<file path="config.mk">
export PLATFORM = sky130hd
export DESIGN_NAME = mul_div_unit
export DESIGN_NICKNAME = d
export VERILOG_FILES = /design/src/rtl/mdu_pkg.sv /design/src/rtl/mdu_sign_fix.sv /design/src/rtl/mul_div_unit.sv
export SDC_FILE = /design/constraint.sdc
export NUM_CORES = 1
export LEC_CHECK = 0
export CAP_MARGIN = 10
export CELL_PAD_IN_SITES_DETAIL_PLACEMENT = 0
export CELL_PAD_IN_SITES_GLOBAL_PLACEMENT = 1
export CORE_MARGIN = 8
export CORE_UTILIZATION = 41
export DETAILED_ROUTE_END_ITERATION = 12
export PLACE_DENSITY = 0.84
export SYNTH_ARGS = -nofsm -noshare
export SYNTH_HDL_FRONTEND = slang
export SYNTH_SLANG_ARGS = --single-unit
</file>
<file path="constraint.sdc">
create_clock -name Clk -period 6.9 [get_ports Clk]
set_input_delay 1.725 -clock Clk [delete_from_list [all_inputs] [get_ports Clk]]
set_output_delay 1.725 -clock Clk [all_outputs]
set_load 0.1 [all_outputs]
</file>
<file path="src/rtl/mdu_pkg.sv">
// rtl/mdu_pkg.sv - shared encodings and default width for the multiply/divide unit
package mdu_pkg;

    localparam int MDU_WIDTH = 32;

    typedef enum logic [1:0] {
        OP_MULU = 2'b00,
        OP_MUL  = 2'b01,
        OP_DIVU = 2'b10,
        OP_DIV  = 2'b11
    } op_e;

    typedef enum logic [1:0] {
        S_IDLE = 2'd0,
        S_RUN  = 2'd1,
        S_FIN  = 2'd2
    } state_e;

endpackage

</file>
<file path="src/rtl/mdu_sign_fix.sv">
// rtl/mdu_sign_fix.sv - conditional two's-complement negation
module mdu_sign_fix
    import mdu_pkg::*;
#(
    parameter int W = MDU_WIDTH
) (
    input  logic [W-1:0] value,
    input  logic         neg,
    output logic [W-1:0] result
);

    assign result = neg ? (~value + W'(1)) : value;

endmodule

</file>
<file path="src/rtl/mul_div_unit.sv">
// rtl/mul_div_unit.sv - iterative shift-add multiply / restoring divide with Start/Busy/Done
module mul_div_unit
    import mdu_pkg::*;
#(
    parameter int WIDTH = MDU_WIDTH,
    parameter int CNT_W = 6
) (
    input  logic             Clk,
    input  logic             Reset,
    input  logic             Start,
    input  logic [1:0]       Op,
    input  logic [WIDTH-1:0] In_A,
    input  logic [WIDTH-1:0] In_B,
    output logic             Busy,
    output logic             Done,
    output logic [WIDTH-1:0] Out_Hi,
    output logic [WIDTH-1:0] Out_Lo,
    output logic             Div_Zero
);

    state_e state, state_nxt;
    logic [CNT_W-1:0]   cnt;
    logic               is_div, neg_res, neg_rem, b_zero;
    logic [WIDTH-1:0]   a_orig, opnd, hi, lo;
    logic               sa, sb, load, step;
    logic [WIDTH-1:0]   a_mag, b_mag, quo_fix, rem_fix;
    logic [WIDTH:0]     mul_sum, div_shift, div_diff;
    logic [2*WIDTH-1:0] prod_fix;

    // Op[0] marks the signed variants of both multiply and divide
    assign sa = Op[0] & In_A[WIDTH-1];
    assign sb = Op[0] & In_B[WIDTH-1];

    mdu_sign_fix #(.W(WIDTH))   u_a_mag (.value(In_A), .neg(sa), .result(a_mag));
    mdu_sign_fix #(.W(WIDTH))   u_b_mag (.value(In_B), .neg(sb), .result(b_mag));
    mdu_sign_fix #(.W(2*WIDTH)) u_prod  (.value({hi, lo}), .neg(neg_res), .result(prod_fix));
    mdu_sign_fix #(.W(WIDTH))   u_quo   (.value(lo), .neg(neg_res), .result(quo_fix));
    mdu_sign_fix #(.W(WIDTH))   u_rem   (.value(hi), .neg(neg_rem), .result(rem_fix));

    assign mul_sum   = {1'b0, hi} + {1'b0, opnd};
    assign div_shift = {hi, lo[WIDTH-1]};
    assign div_diff  = div_shift - {1'b0, opnd};

    always_ff @(posedge Clk or posedge Reset) begin
        if (Reset) state <= S_IDLE;
        else       state <= state_nxt;
    end

    always_comb begin
        state_nxt = state;
        Busy      = 1'b0;
        load      = 1'b0;
        step      = 1'b0;
        unique case (state)
            S_IDLE: if (Start) begin
                load      = 1'b1;
                state_nxt = S_RUN;
            end
            S_RUN: begin
                Busy = 1'b1;
                step = 1'b1;
                if (cnt == CNT_W'(1)) state_nxt = S_FIN;
            end
            S_FIN:   state_nxt = S_IDLE;
            default: state_nxt = S_IDLE;
        endcase
    end

    // Multiply keeps the multiplier in lo and adds the multiplicand into hi;
    // divide keeps the dividend/quotient in lo and the partial remainder in hi.
    always_ff @(posedge Clk or posedge Reset) begin
        if (Reset) begin
            cnt      <= '0;
            is_div   <= 1'b0;
            neg_res  <= 1'b0;
            neg_rem  <= 1'b0;
            b_zero   <= 1'b0;
            a_orig   <= '0;
            opnd     <= '0;
            hi       <= '0;
            lo       <= '0;
            Done     <= 1'b0;
            Out_Hi   <= '0;
            Out_Lo   <= '0;
            Div_Zero <= 1'b0;
        end else begin
            Done <= (state == S_FIN);
            if (load) begin
                cnt     <= CNT_W'(WIDTH);
                is_div  <= Op[1];
                neg_res <= sa ^ sb;
                neg_rem <= sa;
                b_zero  <= (In_B == '0);
                a_orig  <= In_A;
                opnd    <= Op[1] ? b_mag : a_mag;
                hi      <= '0;
                lo      <= Op[1] ? a_mag : b_mag;
            end
            if (step) begin
                cnt <= cnt - CNT_W'(1);
                if (is_div) begin
                    if (!div_diff[WIDTH]) begin
                        hi <= div_diff[WIDTH-1:0];
                        lo <= {lo[WIDTH-2:0], 1'b1};
                    end else begin
                        hi <= div_shift[WIDTH-1:0];
                        lo <= {lo[WIDTH-2:0], 1'b0};
                    end
                end else if (lo[0]) begin
                    {hi, lo} <= {mul_sum, lo[WIDTH-1:1]};
                end else begin
                    {hi, lo} <= {1'b0, hi, lo[WIDTH-1:1]};
                end
            end
            if (state == S_FIN) begin
                if (!is_div) begin
                    {Out_Hi, Out_Lo} <= prod_fix;
                    Div_Zero         <= 1'b0;
                end else if (b_zero) begin
                    Out_Hi   <= a_orig;
                    Out_Lo   <= '1;
                    Div_Zero <= 1'b1;
                end else begin
                    Out_Hi   <= rem_fix;
                    Out_Lo   <= quo_fix;
                    Div_Zero <= 1'b0;
                end
            end
        end
    end

endmodule

</file>
==> flow_metrics.py <==
metrics = {
    "outcome": {
        "status": "finished clean",
    },
    "clock_tree": {
        "cts_setup_buffers": 0,
        "cts_tree": "built",
        "cts.path.max_buffers": 3,
        "ctsResizeCount": 0,
        "cts_root_buffer": "clkbuf_16",
        "cts_sinks": 206,
        "numCtsBuffers": 25,
        "cts_hold_buf": 0,
        "htreeDepth": 1,
        "clkSlewWorstSetupHoldPaths_ns": 0.06,
        "clkLatencyLatePin_ns": 0.55,
    },
    "power": {
        "power_density_mw_per_mm2": 545,
        "worst_ir_drop_vdd_uv": 247,
        "p_switching_mw": 5.47,
        "combPwrFrac_pct": 63.0,
        "share_seq_of_total_power_pct": 24.3,
        "leakage_nw": 7.81,
        "p_sw_share_pct": 52.1,
        "p_int_mw": 5.04,
        "clockPowerShare_pct": 12.7,
    },
    "die": {
        "rows": 74,
        "core-area_mm2": 0.0406,
        "die_area_mm2": 0.0477,
        "die_y_um": 219,
        "die_x_um": 219,
        "ios": 136,
        "start_util_pct": 41.4,
    },
    "placed_design": {
        "dp_cells": 2641,
        "hpwl_mm": 46.4,
        "placed_area_mm2": 0.0185,
        "port_buffers": 135,
        "gp_congestion": 0.964,
    },
    "sta": {
        "setup_tns_ns": 0,
        "whs_ns": 0.473,
        "finalSetupViolCount": 0,
        "slew_viol_final": 0,
        "rsz0062_at_grt": "false",
        "period_minus_slack_ns": 4.65,
        "fmax_mhz": 215,
        "post-route-period-util_pct": 67.4,
        "max_slew.worst_pin.slew_ns": 1.05,
        "slew-limit-headroom_pct": 29.8,
        "hold_viol": 0,
        "skew_ns": 0.0368,
    },
    "worst_setup_path": {
        "required_ns": 7.34,
        "crit_type": "flip-flop to flip-flop",
        "critical-path-max-stage-delay_ns": 0.67,
        "cp_slowest_cell": "o41ai_1",
        "cp_data_arrival_time_ns": 5.09,
        "end_kind": "flip-flop",
        "path_max_fanout": 21,
        "crit_path_start_kind": "flip-flop",
        "path_cells": "inv_1 -> ha_1 -> fa_1 -> nand2b_1 -> a21oi_1 -> o41ai_1 -> o211ai_1 -> a21oi_1 -> mux2i_1 -> buf_4 -> or2_2 -> o211ai_1 -> a32o_1",
    },
    "synth": {
        "ys_seq_elements": 206,
        "yosysSeqAreaShare_pct": 30.7,
        "synth_edf_count": 0,
        "yosysWarnings": 0,
        "ys.flop_type": "dfrtp_1",
        "syn-cell-area_mm2": 0.0168,
        "synth_area_leader_cell": "dfrtp_1",
        "synthTopCellsByArea": "dfrtp_1 31%, a21oi_1 7.1%, o21ai_0 5.9%, ha_1 5.2%, xnor2_1 4.8%",
        "synth_area_per_cell_um2": 7.99,
        "async_flop_share_pct": 100,
        "synth_nets": 2244,
        "synth_top_area_share_pct": 30.7,
        "netlist_instances": 2103,
        "yosysUniqueCellTypes": 79,
    },
    "hold_path": {
        "min_path_type": "flip-flop to flip-flop",
    },
    "cells_and_area": {
        "antennaDiodeCount": 0,
        "fin_cells": 2687,
        "fillers": 4003,
        "final_area_mm2": 0.0193,
        "post-route-util_pct": 47.5,
        "area_delta_synth_final_pct": 14.8,
        "layout.nets": 2278,
        "drive_above_1_share_pct": 6.87,
    },
    "detailed_routing": {
        "wl_per_cell_um": 22.8,
        "drc_errors": 0,
        "drt_iter0_markers": 1363,
        "drt-vias-per-instance": 6.09,
        "dr.pass1.iters": 5,
        "vias": 16400,
        "drt-total-wl_mm": 61.2,
        "postRouteAntennaNets": 0,
    },
    "global_routing": {
        "overflow": 0,
        "gr-usage-all-layers_pct": 24.9,
        "grt_pass1_vias": 15700,
        "use_met2_pct": 38.9,
        "busiest_layer": "met2",
        "grt.met1_usage_pct": 34.2,
        "met3_usage_pct": 3.93,
        "grt_pass1_wl_mm": 93.9,
        "antenna_found_initial": 1,
        "grt_start_max_net_pins": 114,
    },
    "flow_run": {
        "cap_violations": 0,
    },
}
[power by group through the flow]
| stage | sequential, mW | combinational [mW] | clock [mW] |
|---|---|---|---|
| floorplan | 2.43 | 4.81 | 0 |
| global placement | 2.53 | 6.45 | 0 |
| detailed placement | 2.55 | 6.53 | 0 |
| CTS | 2.53 | 6.57 | 1.35 |
| global route | 2.60 | 7.28 | 1.40 |
| finish | 2.55 | 6.63 | 1.33 |
[state kept, by name, indices dropped and copies added (netlist names), 2 cells and up]
register	count
Out_Hi	32
Out_Lo	32
a_orig	32
cnt	6
hi	32
lo	32
opnd	32
state	2
[layout by cell type (no fill, tap or decap), types with 20 or more instances in the layout]
cell type,instances
a21oi_1,237
a21o_1,28
ha_1,70
mux2_2,48
xnor2_1,93
mux2i_1,78
o21ai_0,199
o221ai_1,20
clkdlybuf4s50_1,134
nor2_1,197
clkbuf_16,25
o31ai_1,34
nand3_1,25
dfrtp_1,203
nand2_1,215
inv_1,63
or4_1,21
nor3_1,49
buf_4,26
xor2_1,93
[area by class of cell]
type	count	area, um^2	area share, %
Multi-Input combinational cell	1675	10800	56.1
Sequential cell	206	5160	26.8
Timing Repair Buffer	162	1570	8.15
Clock buffer	36	717	3.72
Tap cell	532	666	3.45
Inverter	67	255	1.32
Clock inverter	9	97.6	0.506
[worst max-delay path, delay by kind of cell, from the launching register on]
family                     cells  cell delay [ns]
muxes                          1             0.23
DFF                            1             0.47
and+or+nand+nor                2             0.63
adders and majority gates      2             0.47
AOI/OAI and AO/OA              6             2.10
buffers and inverters          2             0.59
[cells by family after synthesis]
group                      count (synthesis)  share of synthesized area [%]
adders and majority gates                 72                           5.45
and+or+nand+nor                          620                           17.1
AOI/OAI and AO/OA                        671                           24.3
DFF                                      206                           30.7
buffers and inverters                    222                           5.04
xor gates and xnor gates                 186                           9.69
muxes                                    126                           7.86
[path summary, 6_finish.rpt]
| check | start | endpoint | slack, ns | depth (start not counted) |
|---|---|---|---|---|
| max | lo[31] | hi[30] | 2.25 | 13 |
| min | Out_Hi[21] | Out_Hi[21] | 0.47 | 2 |
| max reg2reg | lo[31] | hi[30] | 2.25 | 13 |
| min reg2reg | Out_Hi[21] | Out_Hi[21] | 0.47 | 2 |
| max in group asynchronous | Reset | hi[11] | 3.88 | 3 |
| min in group asynchronous | Reset | Out_Hi[24] | 1.74 | 2 |
[routing by layer]
metal	share of wire, %	wire (um)
met5	0.013	8
met4	4.2	2600
met3	7.3	4490
met2	44	27200
met1	44	27000
[cell usage after synthesis, types with 20 or more instances]
master / number
clkbuf_1: 131
mux2_2: 48
xnor2_1: 93
nor3_1: 49
a21o_1: 28
o21ai_0: 199
o31ai_1: 34
dfrtp_1: 206
nor2_1: 197
o221ai_1: 20
mux2i_1: 78
nand3_1: 25
ha_1: 70
or4_1: 21
nand2_1: 216
xor2_1: 93
inv_1: 64
a21oi_1: 238
[stage by stage]
step	setup WS [ns]	total power, mW
2_1_floorplan	2.50	7.24
6_report	2.25	10.5
3_5_place_dp	1.97	9.08
4_1_cts	2.36	10.4
5_1_grt	2.05	11.3
3_3_place_gp	2.07	8.98
No activity file was read; power rests on OpenSTA's default activity.
